## src/rtl/bouncing_box_renderer.sv

```systemverilog
// Pixel source: solid square that moves STEP pixels per frame and bounces off the active-area edges.
// Optional macro BOUNCE_BORDER_EN draws a white 1-pixel frame around the active area.
module bouncing_box_renderer #(
  parameter int unsigned H_ACTIVE  = 640,
  parameter int unsigned V_ACTIVE  = 480,
  parameter int unsigned BOX_SIZE  = 32,
  parameter int unsigned STEP      = 2,
  parameter logic [7:0]  BOX_COLOR = 8'hE0,
  parameter logic [7:0]  BG_COLOR  = 8'h03
) (
  input  logic        board_clk,
  input  logic        reset,
  input  logic        pix_en,
  input  logic [10:0] h_count,
  input  logic [10:0] v_count,
  input  logic        pause,
  output logic [7:0]  rgb,
  output logic        frame_tick,
  output logic [7:0]  bounce_count
);

  localparam int unsigned CW = 11;
  localparam int unsigned EW = 12;
  localparam logic [EW-1:0] XMAX    = EW'(H_ACTIVE - BOX_SIZE);
  localparam logic [EW-1:0] YMAX    = EW'(V_ACTIVE - BOX_SIZE);
  localparam logic [EW-1:0] STEP_W  = EW'(STEP);
  localparam logic [EW-1:0] BOX_W   = EW'(BOX_SIZE);
  localparam logic [EW-1:0] H_ACT_W = EW'(H_ACTIVE);
  localparam logic [EW-1:0] V_ACT_W = EW'(V_ACTIVE);

  typedef enum logic [1:0] {ST_WAIT, ST_MOVE_X, ST_MOVE_Y} state_t;

  typedef struct packed {
    logic          bounce;
    logic          dir;
    logic [CW-1:0] pos;
  } axis_t;

  state_t        r_state, w_state_next;
  logic [CW-1:0] r_x, r_y, w_x_next, w_y_next;
  logic          r_dx, r_dy, w_dx_next, w_dy_next;
  logic          r_bf, w_bf_next, r_frz, w_frz_next;
  logic [7:0]    r_bounce_count, w_bounce_count_next;
  logic          r_frame_tick, w_frame_tick_next;
  logic [7:0]    r_rgb, w_rgb_next;
  logic          w_trigger;
  axis_t         w_ax, w_ay;

  // One-axis move with clamp at 0 / lim; 12-bit compare so pos+STEP never wraps.
  function automatic axis_t step_axis(input logic [CW-1:0] pos, input logic up,
                                      input logic [EW-1:0] lim);
    logic [EW-1:0] pe;
    axis_t         res;
    pe = {1'b0, pos};
    if (up) begin
      if (pe + STEP_W >= lim) res = '{bounce: 1'b1, dir: 1'b0, pos: lim[CW-1:0]};
      else                    res = '{bounce: 1'b0, dir: 1'b1, pos: CW'(pe + STEP_W)};
    end else begin
      if (pe <= STEP_W) res = '{bounce: 1'b1, dir: 1'b1, pos: '0};
      else              res = '{bounce: 1'b0, dir: 1'b0, pos: CW'(pe - STEP_W)};
    end
    return res;
  endfunction

  assign w_trigger = pix_en && (h_count == '0) && ({1'b0, v_count} == V_ACT_W);
  assign w_ax      = step_axis(r_x, r_dx, XMAX);
  assign w_ay      = step_axis(r_y, r_dy, YMAX);

  always_ff @(posedge board_clk or posedge reset) begin
    if (reset) begin
      r_state        <= ST_WAIT;
      r_x            <= '0;
      r_y            <= '0;
      r_dx           <= 1'b1;
      r_dy           <= 1'b1;
      r_bf           <= 1'b0;
      r_frz          <= 1'b0;
      r_bounce_count <= '0;
      r_frame_tick   <= 1'b0;
    end else begin
      r_state        <= w_state_next;
      r_x            <= w_x_next;
      r_y            <= w_y_next;
      r_dx           <= w_dx_next;
      r_dy           <= w_dy_next;
      r_bf           <= w_bf_next;
      r_frz          <= w_frz_next;
      r_bounce_count <= w_bounce_count_next;
      r_frame_tick   <= w_frame_tick_next;
    end
  end

  // Frame update: X in the cycle after the trigger, Y (and bounce tally) the cycle after that.
  always_comb begin
    w_state_next        = r_state;
    w_x_next            = r_x;
    w_y_next            = r_y;
    w_dx_next           = r_dx;
    w_dy_next           = r_dy;
    w_bf_next           = r_bf;
    w_frz_next          = r_frz;
    w_bounce_count_next = r_bounce_count;
    w_frame_tick_next   = 1'b0;
    case (r_state)
      ST_WAIT: begin
        if (w_trigger) begin
          w_state_next      = ST_MOVE_X;
          w_frame_tick_next = 1'b1;
        end
      end
      ST_MOVE_X: begin
        w_state_next = ST_MOVE_Y;
        w_frz_next   = pause;
        if (!pause) begin
          w_x_next  = w_ax.pos;
          w_dx_next = w_ax.dir;
          w_bf_next = r_bf | w_ax.bounce;
        end
      end
      ST_MOVE_Y: begin
        w_state_next = ST_WAIT;
        if (!r_frz) begin
          w_y_next  = w_ay.pos;
          w_dy_next = w_ay.dir;
        end
        if (r_bf || (!r_frz && w_ay.bounce)) w_bounce_count_next = r_bounce_count + 8'd1;
        w_bf_next = 1'b0;
      end
      default: w_state_next = ST_WAIT;
    endcase
  end

  // Pixel colour selection for the position currently presented.
  always_comb begin
    logic [EW-1:0] he, ve, xe, ye;
    he = {1'b0, h_count};
    ve = {1'b0, v_count};
    xe = {1'b0, r_x};
    ye = {1'b0, r_y};
    w_rgb_next = BG_COLOR;
    if (he >= H_ACT_W || ve >= V_ACT_W) begin
      w_rgb_next = 8'h00;
`ifdef BOUNCE_BORDER_EN
    end else if (he == '0 || he == H_ACT_W - 12'd1 || ve == '0 || ve == V_ACT_W - 12'd1) begin
      w_rgb_next = 8'hFF;
`endif
    end else if (he >= xe && he < xe + BOX_W && ve >= ye && ve < ye + BOX_W) begin
      w_rgb_next = BOX_COLOR;
    end
  end

  always_ff @(posedge board_clk or posedge reset) begin
    if (reset)       r_rgb <= '0;
    else if (pix_en) r_rgb <= w_rgb_next;
  end

  assign rgb          = r_rgb;
  assign frame_tick   = r_frame_tick;
  assign bounce_count = r_bounce_count;

endmodule
```

## config.mk

```make
export PLATFORM = sky130hd
export DESIGN_NAME = bouncing_box_renderer
export DESIGN_NICKNAME = d
export VERILOG_FILES = /design/src/rtl/bouncing_box_renderer.sv
export SDC_FILE = /design/constraint.sdc
export NUM_CORES = 1
export LEC_CHECK = 0
export CAP_MARGIN = 20
export CORE_MARGIN = 2
export CORE_UTILIZATION = 60
export CTS_BUF_LIST = sky130_fd_sc_hd__clkbuf_4 sky130_fd_sc_hd__clkbuf_8
export DETAILED_ROUTE_END_ITERATION = 16
export PLACE_DENSITY = 0.82
export SYNTH_ARGS = -nofsm -noshare
export SYNTH_HDL_FRONTEND = slang
export SYNTH_SLANG_ARGS = --single-unit
```

## constraint.sdc

```tcl
create_clock -name board_clk -period 7 [get_ports board_clk]
set_input_delay 1.75 -clock board_clk [delete_from_list [all_inputs] [get_ports board_clk]]
set_output_delay 1.75 -clock board_clk [all_outputs]
set_load 0.1 [all_outputs]
```

After elaboration in Yosys (flattened, before gate mapping)
Index checks and enable logic that the tools add are counted.
{"block": "classes", "n_addsub": 7, "order_cmp": 10, "eq_ne": 5, "n_mux": 14, "n_bitwise": 3, "reduce_logical": 16}
{"cell": "$mux W13", "n": 6}
{"cell": "$add A11 B2 Y12 const B", "n": 2}
{"cell": "$add A11 B6 Y12 const B", "n": 2}
{"cell": "$lt A11 B12 Y1", "n": 2}
{"cell": "$ge A11 B11 Y1", "n": 2}
{"cell": "$le A11 B2 Y1 const B", "n": 2}
{"cell": "$sub A11 B2 Y11 const B", "n": 2}
{"cell": "$mux W8", "n": 2}
{"cell": "$ge A12 B10 Y1 const B", "n": 1}
{"cell": "$ge A12 B9 Y1 const B", "n": 1}
{"cell": "$eq A11 B9 Y1 const B", "n": 1}
{"cell": "$ge A11 B10 Y1 const B", "n": 1}
{"cell": "$ge A11 B9 Y1 const B", "n": 1}
{"cell": "$logic_not A11 Y1", "n": 1}
{"cell": "$add A8 B1 Y8 const B", "n": 1}
{"cell": "$reduce_and A2 Y1", "n": 4}
{"cell": "$logic_and A1 B1 Y1", "n": 6}
{"cell": "$ne A2 B2 Y1 const B", "n": 2}
{"cell": "$pmux W2 S2", "n": 1}
{"cell": "$mux W1", "n": 3}
{"cell": "$eq A2 B1 Y1 const B", "n": 1}
{"cell": "$eq A2 B2 Y1 const B", "n": 1}
{"cell": "$logic_not A2 Y1", "n": 1}
{"cell": "$logic_or A1 B1 Y1", "n": 2}
{"cell": "6 further kinds", "n": 7}
{"block": "word_totals", "regBits": 45, "input_bits": 26, "out_inout_bits": 17, "wordCells": 65}

Logic depth before layout (Yosys ltp)
{"block": "depth", "ltp_word": 7, "depth_mapped": 12, "ltp_nobuf": 10}

Worst setup path before layout
OpenSTA, ideal clock, no wires.
{"block": "synth_timing", "path_type": "input port to flip-flop", "start": "in v_count[7]", "end": "reg r_rgb[6] (netlist: rgb[6])", "setup_time_ns": 0.082, "t_arrival_ns": 3.163, "required_time_ns": 6.918, "path_slack_ns": 3.755, "cell_stages": 7, "path_buffers": 0, "cell_sequence": "ha_1 -> a21oi_1 -> o21ai_0 -> nor4_1 -> a21oi_1 -> or4_1 -> o22ai_1"}
{"block": "synth_via", "elab_chain_cells": 5, "elab_cells_between_ends": 8, "classes_between": "order compare (3); mux (2); reduce/logical (3)"}
{"item": "start, declared", "line": "15", "source": "input logic [10:0] v_count,"}
{"item": "$ge A11 B11 Y1", "line": "147", "source": "end else if (he >= xe && he < xe + BOX_W && ve >= ye && ve < ye + BOX_W) begin"}
{"item": "$logic_and A1 B1 Y1 (2 in a row)", "line": "147"}
{"item": "$mux W8", "line": "147"}
{"item": "$mux W8 (*)", "line": "141", "source": "if (he >= H_ACT_W || ve >= V_ACT_W) begin"}
{"item": "end signal, assigned", "line": "154", "source": "else if (pix_en) r_rgb <= w_rgb_next;"}
{"item": "end, declared", "line": "45", "source": "logic [7:0] r_rgb, w_rgb_next;"}
Mark *: on every way between the ends. The rest lies on a longest branch, timed or not.
A chain may end at the register's enable or synchronous reset.

Worst setup path in the final report
{"block": "layout_timing", "start": "reg r_bounce_count[2] (netlist: bounce_count[2])", "end": "out bounce_count[2]"}
{"item": "start, declared", "line": "43", "source": "logic [7:0] r_bounce_count, w_bounce_count_next;"}
{"item": "start signal, assigned", "line": "88", "source": "r_bounce_count <= w_bounce_count_next;"}
{"item": "end, declared", "line": "19", "source": "output logic [7:0] bounce_count"}
No word-level cell between the ends.

==> metrics.log <==
[metrics] status: finished, final reports clean
[metrics] vias per std cell: 6.42
[metrics] worst-case headroom to the max-slew limit: 34.9%
[metrics] Routed WL per cell: 17.2 µm
[metrics] Post-Route Skew: 0.00740 ns
[metrics] Internal: 0.000346 W
[metrics] post-synthesis average cell area: 8.51 µm²
[metrics] number of max-cap violations: 0
[metrics] setup repair after global routing missed its margin: false
[metrics] CTS sink cnt: 37
[metrics] count of hold buffers inserted by post-cts repair: 0
[metrics] GRT Total Usage: 29.0%
[metrics] number of distinct library cell variants in the gate-level netlist after synthesis: 70
[metrics] clock-pin transition on the worst setup and hold timing paths: 0.08 ns
[metrics] TritonCTS clock tree: yes
[metrics] Detail Route Antenna Nets: 0
[metrics] Max Transition Viols Final: 0
[metrics] wire length of the first global-routing pass: 15000 µm
[metrics] post-synthesis sequential element count: 37
[metrics] summed instance area of the synthesized netlist: 0.00358 mm²
[metrics] antenna diode count: 0
[metrics] number of buffers and inverters on the critical path: 1
[metrics] final cycle utilization of the critical path: 51.8%
[metrics] biggest area consumer among synthesized cells: dfrtp_1
[metrics] Hold WC Path Type: reg2reg
[metrics] sum of overflow across all layers after global routing: 0
[metrics] H-tree depth: 2
[metrics] root cell of the clock tree: clkbuf_8
[metrics] pin count of the biggest net entering global routing: 38
[metrics] Area growth syn-to-layout: 12.9%
[metrics] remaining routing DRC violations: 0
[metrics] # Post-CTS Setup Buffers: 0
[metrics] Inserted Clock Buffers: 5
[metrics] vias in the first global route: 3231
[metrics] sequential share of the synthesized area: 25.9%
[metrics] required time reported for the critical path endpoint: 5.25 ns
[metrics] effective utilization at floorplan: 61.3%
[metrics] number of gates given a new drive strength after cts: 0
[metrics] kind of start point of the critical path: register
[metrics] Gate power share: 12.8%
[metrics] number of synthesized flops with an enable pin: 0
[metrics] post-synthesis instance total: 421
[metrics] LEAKAGE: 1.68 nW
[metrics] number of search-and-repair iterations in the first detailed-routing pass: 5
[metrics] ports placed on the boundary: 43
[metrics] Iteration-0 DRC Markers: 236
[metrics] Finish-stage setup viols: 0
[metrics] antenna violations before repair: 0
[metrics] crit-path max FO: 4
[metrics] end-of-flow core utilization: 69.2%
[metrics] category of cells accounting for the largest share of critical-path delay: buffers and inverters
[metrics] via count: 3351
[metrics] number of rows in the core area: 28
[metrics] Port Buffers: 39
[metrics] list of cells traversed by the critical path: clkdlybuf4s50_1
[metrics] warning count from the yosys run: 0
[metrics] Max Clock Freq: 0.276 GHz
[metrics] RePlAce Congestion: 0.974
[metrics] accumulated negative setup slack: 0 ns
[metrics] clk_lat worst skew: 0.30 ns
[metrics] Main synth FF type: dfrtp_1
[metrics] fraction of registers with async set or reset after synthesis: 100%
[metrics] class of the most critical setup path: reg2out
[metrics] net count reported at finish: 517
[metrics] post-route minimum period: 3.62 ns
[metrics] switching component of the power: 0.000121 W
[metrics] final hold violation count: 0
[metrics] DIE AREA: 0.00661 mm²
[metrics] Critical Path AT: 1.87 ns
[metrics] Crit. End Element: output pin
[metrics] HPWL after DPL: 6850 µm
[metrics] delay of the slowest cell on the worst path: 1.16 ns
[metrics] fraction of layout instances using a drive strength above 1: 6.26%
[metrics] fraction of synthesized cell area taken by the top area cell type: 24.4%
[metrics] maximum count of clock buffers along a single path: 2
[metrics] Floorplan Core Area: 0.00585 mm²
[metrics] top cells by area, synth: dfrtp_1 (24%), ha_1 (16%), xnor2_1 (4.9%), o21ai_0 (4.3%), inv_1 (3.5%)
[metrics] Power Dens Cells: 115 mW/mm²
[metrics] Max rail drop VDD: 0.0925 mV
[metrics] pin slew with the least headroom to its limit: 0.974 ns
[metrics] wire length after detailed routing: 8950 µm
[metrics] Flop pwr share: 45.9%
[metrics] clock share of power: 41.3%
[metrics] switching power as a share of total power: 25.9%
[metrics] worst-path cell with the longest stage delay: clkdlybuf4s50_1
[metrics] die span in x: 81.3 µm
[metrics] height of the die: 81.3 µm
## final cells by class
cell class                      instances  area (µm²)
Clock buffer                            5        68.8
Clock inverter                          3        46.3
Fill cell                             456        1800
Inverter                               33         124
Multi-Input combinational cell        329        2390
Sequential cell                        37         928
Tap cell                               75        93.8
Timing Repair Buffer                   40         398
## registers in the layout, summed over array words and instances, names as in the netlist
signal and cells:
bounce_count 8, r_bf 1, rgb 2, r_dy 1, r_x 10, r_y 10
r_dx 1, r_frz 1, r_state 2, frame_tick 1
## final timing paths
path                            startpoint              end  slack, ns  cells past startpoint
max                        bounce_count[2]  bounce_count[2]       3.38                      1
min in group asynchronous            reset       r_state[1]       1.87                      3
min                        bounce_count[7]  bounce_count[7]       0.47                      1
max in group asynchronous            reset             r_dx       4.77                      3
max reg2reg                         r_x[7]           rgb[6]       4.20                     10
min reg2reg                bounce_count[7]  bounce_count[7]       0.47                      1
## power by group through the flow
stage	Sequential [W]	Combinational, W	Clock (W)
2_1_floorplan	0.000220	0.0000326	0
3_3_place_gp	0.000218	0.0000582	0
3_5_place_dp	0.000218	0.0000596	0
4_1_cts	0.000214	0.0000599	0.000197
5_1_grt	0.000214	0.0000658	0.000209
6_report	0.000214	0.0000598	0.000193
## routing by layer
layer	vias up	share of wire, %	global-route usage, %	wire [µm]
met3	16	5.2	4.56	464
met2	132	51	52.0	4560
met1	1594	42	35.6	3780
met5	-	0	0	0
li1	1609	-	-	-
met4	0	1.7	8.64	150
## per-stage QoR
step	setup slack, ns	hold slack, ns	instances	total power [W]	area, µm²
after floorplan	3.75	0.462	423	0.000253	3590
after CTS	3.38	0.479	522	0.000471	4050
after global routing	3.26	0.491	522	0.000489	4050
final	3.38	0.471	522	0.000466	4050
after global placement	3.19	0.462	514	0.000277	3930
after detailed placement	3.09	0.464	514	0.000278	3930
## Yosys cell counts, drive strengths merged (7+ instances only)
| cell | n |
|---|---|
| nand3 | 16 |
| xnor2 | 20 |
| and3 | 7 |
| nor4 | 9 |
| nand4 | 11 |
| ha | 45 |
| clkbuf | 7 |
| o21ai | 40 |
| nand2 | 19 |
| o211ai | 7 |
| inv | 33 |
| dfrtp | 35 |
| buf | 17 |
| a21oi | 23 |
| nor3 | 18 |
| nor2 | 30 |
## logic make-up after synthesis
kind of cell,after synthesis,share of synthesized area [%]
XOR/XNOR,20,4.89
AND/OR/NAND/NOR,131,20.2
adder cells (fa/ha/maj),45,15.7
multiplexers,3,0.907
other,1,0.105
flip-flops,37,25.9
AO/OA/AOI/OAI,127,24.6
buffers and inverters,57,7.64
## cells in the final DEF (no fill, tap or decap), types with 2 or more instances in the layout
cell             count
o211a_1              2
and3_1               7
a211o_1              2
o21ai_1              9
a31oi_1              3
nor3_1              16
a32o_1               3
nand3_1             13
nor3b_1              3
nand4_1             10
o31ai_1              2
nor2_1              29
nor2b_1              4
nor3_2               2
clkbuf_8             5
o22ai_1              5
dfrtp_1             35
o21ai_0             31
nand2_1             18
o21a_1               4
nor4_1               8
or3_1                5
a32oi_1              4
ha_1                45
a22oi_1              4
o211ai_1             6
a21oi_1             23
nand3_2              3
conb_1               3
dfstp_2              2
a21boi_0             2
or4_1                3
a22o_1               3
inv_1               33
o2111ai_1            3
clkdlybuf4s50_1     39
o31a_1               2
o221ai_1             2
a21o_1               2
xnor2_1             20
(Power assumes the default switching activity.)
